### src/rtl/mips_pkg.sv
// ----------------------------------------------------------------------------
// mips_pkg
// Shared definitions for the multicycle MIPS control unit:
//   - state_t   : control FSM state encoding
//   - OP_*      : instruction[31:26] opcodes recognised by the controller
//   - FUNCT_*   : instruction[5:0] function codes for R-type instructions
//   - ALU_*     : alu_op encodings driven to the datapath ALU
// ----------------------------------------------------------------------------
package mips_pkg;

    typedef enum logic [3:0] {
        FETCH,
        DECODE,
        MEMADR,
        MEMRD,
        MEMWB,
        MEMWR,
        EXECUTE,
        ALUWB,
        BRANCH,
        ADDIEXE,
        ADDIWB,
        JUMP
    } state_t;

    localparam logic [5:0] OP_RTYPE = 6'b000000;
    localparam logic [5:0] OP_LW    = 6'b100011;
    localparam logic [5:0] OP_SW    = 6'b101011;
    localparam logic [5:0] OP_BEQ   = 6'b000100;
    localparam logic [5:0] OP_BNE   = 6'b000101;
    localparam logic [5:0] OP_ADDI  = 6'b001000;
    localparam logic [5:0] OP_J     = 6'b000010;

    localparam logic [5:0] FUNCT_ADD = 6'b100000;
    localparam logic [5:0] FUNCT_SUB = 6'b100010;
    localparam logic [5:0] FUNCT_AND = 6'b100100;
    localparam logic [5:0] FUNCT_OR  = 6'b100101;
    localparam logic [5:0] FUNCT_SLT = 6'b101010;

    localparam logic [2:0] ALU_AND = 3'd0;
    localparam logic [2:0] ALU_OR  = 3'd1;
    localparam logic [2:0] ALU_ADD = 3'd2;
    localparam logic [2:0] ALU_SUB = 3'd6;
    localparam logic [2:0] ALU_SLT = 3'd7;

endpackage

### src/rtl/alu_decoder.sv
// ----------------------------------------------------------------------------
// alu_decoder
// Combinational decode of an R-type funct field into an ALU opcode.
// Ports:
//   funct   in  6  instruction[5:0]
//   alu_op  out 3  ALU opcode (ALU_ADD when funct is not recognised)
//   illegal out 1  funct is not one of add/sub/and/or/slt
// ----------------------------------------------------------------------------
module alu_decoder
    import mips_pkg::*;
(
    input  logic [5:0] funct,
    output logic [2:0] alu_op,
    output logic       illegal
);

    // Unknown functs fall back to add so the ALU still sees a defined opcode
    // while the controller flags the instruction as illegal.
    always_comb begin
        alu_op  = ALU_ADD;
        illegal = 1'b0;
        case (funct)
            FUNCT_ADD: alu_op = ALU_ADD;
            FUNCT_SUB: alu_op = ALU_SUB;
            FUNCT_AND: alu_op = ALU_AND;
            FUNCT_OR:  alu_op = ALU_OR;
            FUNCT_SLT: alu_op = ALU_SLT;
            default:   illegal = 1'b1;
        endcase
    end

endmodule

### src/rtl/mips_mc_control.sv
// ----------------------------------------------------------------------------
// mips_mc_control
// Moore-style control FSM for a multicycle MIPS datapath supporting
// lw, sw, R-type (add/sub/and/or/slt), beq, addi and j.
// Optional feature: define MIPS_CTRL_BNE_EN to also support bne
// (op 000101), which branches when the ALU zero flag is clear.
// Ports:
//   clk, reset           clock and synchronous active-high reset
//   op, funct            opcode and function fields of the current IR
//   zero                 ALU zero flag
//   mem_ready            memory completes the current access this cycle
//   alu_op               ALU opcode
//   alusrca, alusrcb     ALU operand selects
//   pcsrc                PC source select
//   iord, memtoreg,
//   regdst               address / write-back / destination selects
//   mem_req, memwrite,
//   irwrite, regwrite,
//   pcen                 memory request, store, IR load, RF write, PC load
//   illegal_op           one-cycle pulse on an undecodable instruction
// ----------------------------------------------------------------------------
module mips_mc_control
    import mips_pkg::*;
(
    input  logic       clk,
    input  logic       reset,
    input  logic [5:0] op,
    input  logic [5:0] funct,
    input  logic       zero,
    input  logic       mem_ready,
    output logic [2:0] alu_op,
    output logic       alusrca,
    output logic [1:0] alusrcb,
    output logic [1:0] pcsrc,
    output logic       iord,
    output logic       memtoreg,
    output logic       regdst,
    output logic       mem_req,
    output logic       memwrite,
    output logic       irwrite,
    output logic       regwrite,
    output logic       pcen,
    output logic       illegal_op
);

    state_t     state;
    state_t     next_state;
    logic [2:0] funct_alu_op;
    logic       funct_illegal;

    alu_decoder u_alu_decoder (
        .funct   (funct),
        .alu_op  (funct_alu_op),
        .illegal (funct_illegal)
    );

    always_ff @(posedge clk) begin
        if (reset) begin
            state <= FETCH;
        end else begin
            state <= next_state;
        end
    end

    always_comb begin
        next_state = state;
        alu_op     = ALU_AND;
        alusrca    = 1'b0;
        alusrcb    = 2'b00;
        pcsrc      = 2'b00;
        iord       = 1'b0;
        memtoreg   = 1'b0;
        regdst     = 1'b0;
        mem_req    = 1'b0;
        memwrite   = 1'b0;
        irwrite    = 1'b0;
        regwrite   = 1'b0;
        pcen       = 1'b0;
        illegal_op = 1'b0;

        case (state)
            // PC + 4 is computed every fetch cycle, but IR and PC only
            // load on the cycle memory actually returns the instruction.
            FETCH: begin
                mem_req = 1'b1;
                alusrcb = 2'b01;
                alu_op  = ALU_ADD;
                if (mem_ready) begin
                    irwrite    = 1'b1;
                    pcen       = 1'b1;
                    next_state = DECODE;
                end
            end

            // The ALU speculatively forms the branch target here so that
            // BRANCH can load it from ALUOut.
            DECODE: begin
                alusrcb = 2'b11;
                alu_op  = ALU_ADD;
                case (op)
                    OP_LW, OP_SW: next_state = MEMADR;
                    OP_RTYPE:     next_state = EXECUTE;
                    OP_BEQ:       next_state = BRANCH;
`ifdef MIPS_CTRL_BNE_EN
                    OP_BNE:       next_state = BRANCH;
`endif
                    OP_ADDI:      next_state = ADDIEXE;
                    OP_J:         next_state = JUMP;
                    default: begin
                        illegal_op = 1'b1;
                        next_state = FETCH;
                    end
                endcase
            end

            MEMADR: begin
                alusrca    = 1'b1;
                alusrcb    = 2'b10;
                alu_op     = ALU_ADD;
                next_state = (op == OP_SW) ? MEMWR : MEMRD;
            end

            MEMRD: begin
                mem_req = 1'b1;
                iord    = 1'b1;
                if (mem_ready) begin
                    next_state = MEMWB;
                end
            end

            MEMWB: begin
                regwrite   = 1'b1;
                memtoreg   = 1'b1;
                next_state = FETCH;
            end

            // memwrite stays high for the whole access, including waits.
            MEMWR: begin
                mem_req  = 1'b1;
                iord     = 1'b1;
                memwrite = 1'b1;
                if (mem_ready) begin
                    next_state = FETCH;
                end
            end

            // A bad funct is caught here and the write-back is skipped.
            EXECUTE: begin
                alusrca = 1'b1;
                alu_op  = funct_alu_op;
                if (funct_illegal) begin
                    illegal_op = 1'b1;
                    next_state = FETCH;
                end else begin
                    next_state = ALUWB;
                end
            end

            ALUWB: begin
                regwrite   = 1'b1;
                regdst     = 1'b1;
                next_state = FETCH;
            end

            BRANCH: begin
                alusrca    = 1'b1;
                alu_op     = ALU_SUB;
                pcsrc      = 2'b01;
`ifdef MIPS_CTRL_BNE_EN
                pcen       = (op == OP_BNE) ? ~zero : zero;
`else
                pcen       = zero;
`endif
                next_state = FETCH;
            end

            ADDIEXE: begin
                alusrca    = 1'b1;
                alusrcb    = 2'b10;
                alu_op     = ALU_ADD;
                next_state = ADDIWB;
            end

            ADDIWB: begin
                regwrite   = 1'b1;
                next_state = FETCH;
            end

            JUMP: begin
                pcsrc      = 2'b10;
                pcen       = 1'b1;
                next_state = FETCH;
            end

            default: next_state = FETCH;
        endcase

        // While reset is held the state register may still hold a stale
        // state, so suppress every architectural side effect it would cause.
        if (reset) begin
            memwrite   = 1'b0;
            irwrite    = 1'b0;
            regwrite   = 1'b0;
            pcen       = 1'b0;
            illegal_op = 1'b0;
        end
    end

endmodule

### config.mk
export PLATFORM = sky130hd
export DESIGN_NAME = mips_mc_control
export DESIGN_NICKNAME = d
export VERILOG_FILES = /design/src/rtl/mips_pkg.sv /design/src/rtl/alu_decoder.sv /design/src/rtl/mips_mc_control.sv
export SDC_FILE = /design/constraint.sdc
export NUM_CORES = 1
export LEC_CHECK = 0
export CAP_MARGIN = 5
export CORE_MARGIN = 3
export CORE_UTILIZATION = 35
export CTS_CLUSTER_SIZE = 40
export DETAILED_ROUTE_END_ITERATION = 16
export HOLD_SLACK_MARGIN = 0.02
export PLACE_DENSITY = 0.84
export SKIP_LAST_GASP = 1
export SLEW_MARGIN = 20
export SYNTH_ARGS = -nofsm -noshare
export SYNTH_HDL_FRONTEND = slang
export SYNTH_SLANG_ARGS = --single-unit
### constraint.sdc
create_clock -name clk -period 1.2 [get_ports clk]
set_clock_uncertainty 0.05 [all_clocks]
set_input_delay 0.18 -clock clk [delete_from_list [all_inputs] [get_ports clk]]
set_output_delay 0.18 -clock clk [all_outputs]
set_load 0.01 [all_outputs]
==> results.toml, run 1 <==
[clocking]
hold_buffers = 0
root_buffer = "clkbuf_4"
cts_buffers = 3
clock_path_buffers = 2
cts.sinks = 4
htreeDepth = 1

[floorplanning]
io_pins = 33
rows = 14
die_w_um = 48.6
initial_core_util_pct = 39.4
die_h_um = 48.6

[logic_synthesis]
syn_area_um2 = 634
synthCells = 95
ys_seq_elements = 4
syn_avg_cell_area_um2 = 6.68
ys_warn_count = 0
synth_cell_types = 36
syn-num-nets = 111
yosysSeqAreaShare_pct = 12.6

[run_status]
lastStage = "5_1_grt"
error_message = "[ERROR DPL-0038] Utilization greater than 100%, impossible to legalize"
status = "did not finish"

[sta]
worst-ep-kind = "primary output"
postGrtWorstEndpoint = "pcen"

[place]
hpwlAfterDp_um = 2240
postPlaceCellArea_mm2 = 0.00128
place_congestion = 0.872
port_buffers = 32

[global_routing]
grt_max_degree = 9
[synth_stat cells]
cell | number | area (um^2)
a2111oi_2 | 1 | 15.0
a21oi_1 | 11 | 55.1
a31oi_1 | 1 | 6.26
a41o_1 | 2 | 20.0
and3_1 | 4 | 25.0
and3_2 | 1 | 7.51
and4_1 | 1 | 8.76
buf_2 | 1 | 5.00
clkbuf_1 | 6 | 22.5
dfxtp_1 | 4 | 80.1
inv_1 | 4 | 15.0
nand2_1 | 5 | 18.8
nand2b_1 | 4 | 25.0
nand3_1 | 1 | 5.00
nand4b_1 | 1 | 8.76
nor2_1 | 9 | 33.8
nor2b_1 | 6 | 37.5
nor3_1 | 5 | 25.0
nor3b_1 | 2 | 15.0
nor4_1 | 3 | 18.8
nor4_2 | 1 | 12.5
nor4b_1 | 3 | 26.3
o2111ai_1 | 1 | 8.76
o211ai_1 | 1 | 7.51
o21a_1 | 1 | 7.51
o21ai_0 | 5 | 25.0
o21bai_1 | 1 | 7.51
o221ai_1 | 1 | 8.76
o22ai_1 | 1 | 6.26
o31ai_1 | 1 | 7.51
o41ai_1 | 1 | 8.76
o41ai_2 | 1 | 16.3
or3_1 | 1 | 6.26
or4_4 | 1 | 11.3
xnor2_1 | 1 | 8.76
xor2_1 | 2 | 17.5
[what timing repair did]
action	4_1_cts
setup endpoints to repair	21
buffers inserted	10
hold endpoints to repair	0
pin swaps	21
gates cloned	0
resized for setup	135
[kinds of logic after synthesis]
| kind of cell | after synthesis | share of synthesized area [%] |
|---|---|---|
| AO/OA/AOI/OAI | 29 | 31.6 |
| XOR/XNOR | 3 | 4.14 |
| buffers and inverters | 11 | 6.70 |
| flip-flops | 4 | 12.6 |
| AND/OR/NAND/NOR | 48 | 45.0 |
[metrics by stage]
| step | util (%) | hold WS [ns] | setup slack [ns] | cells |
|---|---|---|---|---|
| CTS | 91.0 | 0.351 | -0.397 | 193 |
| floorplan | - | 0.204 | -0.168 | 95 |
| global placement | 79.7 | 0.656 | -0.877 | 180 |
| detailed placement | 79.7 | 0.663 | -0.927 | 180 |
==> run 2, diff against run 1 <==
--- a/config.mk
+++ b/config.mk
@@ -6,12 +6,10 @@
 export NUM_CORES = 1
 export LEC_CHECK = 0
 export CAP_MARGIN = 5
-export CORE_MARGIN = 3
-export CORE_UTILIZATION = 35
-export CTS_CLUSTER_SIZE = 40
+export CORE_AREA = 3 3 64 66
 export DETAILED_ROUTE_END_ITERATION = 16
-export HOLD_SLACK_MARGIN = 0.02
-export PLACE_DENSITY = 0.84
+export DIE_AREA = 0 0 67 69
+export PLACE_DENSITY_LB_ADDON = 0.15
 export SKIP_LAST_GASP = 1
 export SLEW_MARGIN = 20
 export SYNTH_ARGS = -nofsm -noshare
==> constraint.sdc (replaced) <==
create_clock -name clk -period 1.6 [get_ports clk]
set_clock_uncertainty 0.05 [all_clocks]
set_input_delay 0.24 -clock clk [delete_from_list [all_inputs] [get_ports clk]]
set_output_delay 0.24 -clock clk [all_outputs]
set_load 0.01 [all_outputs]
==> results.toml, run 2 <==
[clocking]
clock_path_buffers = 2
htreeDepth = 1
clk_pin_slew_ns = 0.03
clkLatencyLatePin_ns = 0.22
cts.sinks = 4
cts_tree = "built"
root_buffer = "clkbuf_8"
cts_buffers = 3

[run_status]
violations = "setup timing"
status = "complete, but fails checks"

[sta]
tightest_slew_ns = 0.319
period_needed_ns = 1.71
slew_headroom_pct = 78.7
layout_worst_path_cycle_share_pct = 107
fmax_ghz = 0.585
maxSlewViolCount = 0
hold_violations = 0
holdWs_ns = 0.458
rsz0062_at_grt = "yes"
setup_viol = 6
fin_ws_ns = -0.109

[power_and_ir_drop]
clockPowerShare_pct = 35.6
combPwrFrac_pct = 45.8
p_leak_nw = 0.739
p_total_mw = 0.584
p_int_mw = 0.405
netSwitchingFraction_pct = 30.6
p_seq_share_pct = 18.6
p_sw_mw = 0.179
power_per_cell_area_mw_per_mm2 = 369
peakVddDrop_mv = 0.333

[global_routing]
grt_pass1_vias = 1038
grtUsageTotal_pct = 12.7
gr-total-overflow = 0
grt_max_degree = 8
grt_pass1_wl_um = 4710
antenna_found_initial = 0

[logic_synthesis]
synth.most_common_cell = "a21oi_1"
synth_area_leaders = "dfxtp_1 (13%), a21oi_1 (8.7%), nor2b_1 (5.9%), nor2_1 (5.3%), nor4b_1 (4.1%)"
synth-edff-count = 0
yosysTopAreaCell = "dfxtp_1"
ys_warn_count = 0
syn_avg_cell_area_um2 = 6.68
synthArstFlopShare_pct = 0
syn-num-nets = 111
synthFlopType = "dfxtp_1"
synthCells = 95
syn_area_um2 = 634
synth.top_cell.area_share_pct = 12.6
yosys-top-cells-count = "a21oi_1 (11), nor2_1 (9), clkbuf_1 (6), nor2b_1 (6)"
ys_seq_elements = 4
synth_cell_types = 36
yosysSeqAreaShare_pct = 12.6

[layout]
instances_no_fill = 228
final_cell_area_mm2 = 0.00158
layout-drive-gt1-share_pct = 61.1
largest_reg_flops = 4
regMostFlops = "state"
area_growth_pct = 150
fin_nets = 198
mostFrequentLayoutCells = "buf_4 (50), buf_2 (12), dlygate4sd2_1 (11)"
diodes = 0
final_common_cell = "buf_4"
reg_top3 = "state x4"

[place]
dp.cells = 211
hpwlAfterDp_um = 2240
postPlaceCellArea_mm2 = 0.00132
dp_slack_ns = -0.696
port_buffers = 32
place_congestion = 0.863

[floorplanning]
die_h_um = 69
die_w_um = 67
rows = 22
dieArea_mm2 = 0.00462
initial_core_util_pct = 17.5
core_area_mm2 = 0.00363
io_pins = 33

[routing]
drt_pass1_iterations = 4
routed_wl_um = 2910
postRouteAntennaNets = 0
drtIter0Drc = 26
drc = 0
wl_per_cell_um = 12.8
vias_per_cell = 4.61
num_vias = 1051

[critical_path]
start_kind = "register"
required_ns = 1.31
end_kind = "output port"
critPathMaxFanout = 5
critical_path_arrival_ns = 1.42
critPathKind = "register to output port"

[flow_run]
maxCapViolCount = 0

[hold_path]
hold_class = "input pin to register"
==> run 2: cell counts after synthesis <==
Identical to the previous run, type by type.
==> run 2: kinds of logic (layout without fill, tap and decap cells) <==
| family | count (synthesis) | after routing | synth area share, % |
|---|---|---|---|
| buf+inv | 11 | 96 | 6.70 |
| simple gates | 48 | 48 | 45.0 |
| flops | 4 | 4 | 12.6 |
| xor+xnor | 3 | 3 | 4.14 |
| compound gates | 29 | 29 | 31.6 |
==> run 2: final timing paths <==
| kind | startpoint | to | slack (ns) | depth (start not counted) |
|---|---|---|---|---|
| worst max-delay path | state[1] | alu_op[2] | -0.11 | 6 |
| worst min-delay path | op[0] | state[0] | 0.46 | 5 |
| worst max register to register | state[1] | state[0] | 0.06 | 8 |
| worst min register to register | state[3] | state[3] | 0.62 | 3 |
==> run 2: area by class of cell <==
class                   count  area, um^2
well taps                  48        60.1
clock buffers               3        41.3
fillers                   394        2050
flip-flops and latches      4        95.1
multi-input cells          80         682
repair buffers             89         691
inverters                   4        15.0
==> run 2: through the flow <==
stage / utilization [%] / setup TNS (ns)
2_1_floorplan: - / -0.000595
3_3_place_gp: 36.2 / -7.15
3_5_place_dp: 36.2 / -7.33
4_1_cts: 43.3 / -0.564
5_1_grt: 43.6 / -0.998
6_report: 43.6 / -0.369
==> run 2: power groups by stage <==
stage	clock network, mW	logic [mW]	registers (mW)
after floorplan	0	0.0832	0.109
after global placement	0	0.243	0.112
after detailed placement	0	0.246	0.112
after CTS	0.210	0.266	0.109
after global routing	0.226	0.290	0.110
final	0.208	0.268	0.109
==> run 2: critical path, cell delays in order (launching register included) <==
cell and delay [ns]:
dfxtp_4 0.35, buf_6 0.12, nor4_4 0.29, buf_4 0.17
buf_6 0.08, a41o_1 0.07, buf_2 0.12
==> run 2: repair_timing <==
action                                  4_1_cts  5_1_grt
resized for setup                           123        9
endpoints found under the hold margin         0        0
endpoints found under the setup margin       20       14
setup buffers                                15        3
hold buffers                                  0        0
pin swaps                                    18        5
==> run 2: layer usage <==
metal | vias to the layer above | global-route usage (%) | share of wire [%]
li1 | 530 | - | -
met1 | 497 | 15.0 | 43
met2 | 24 | 22.9 | 52
met3 | 0 | 3.58 | 5.4
met4 | 0 | 1.35 | 0
met5 | - | 0 | 0
Note: power is estimated with default switching activity, not from simulation.
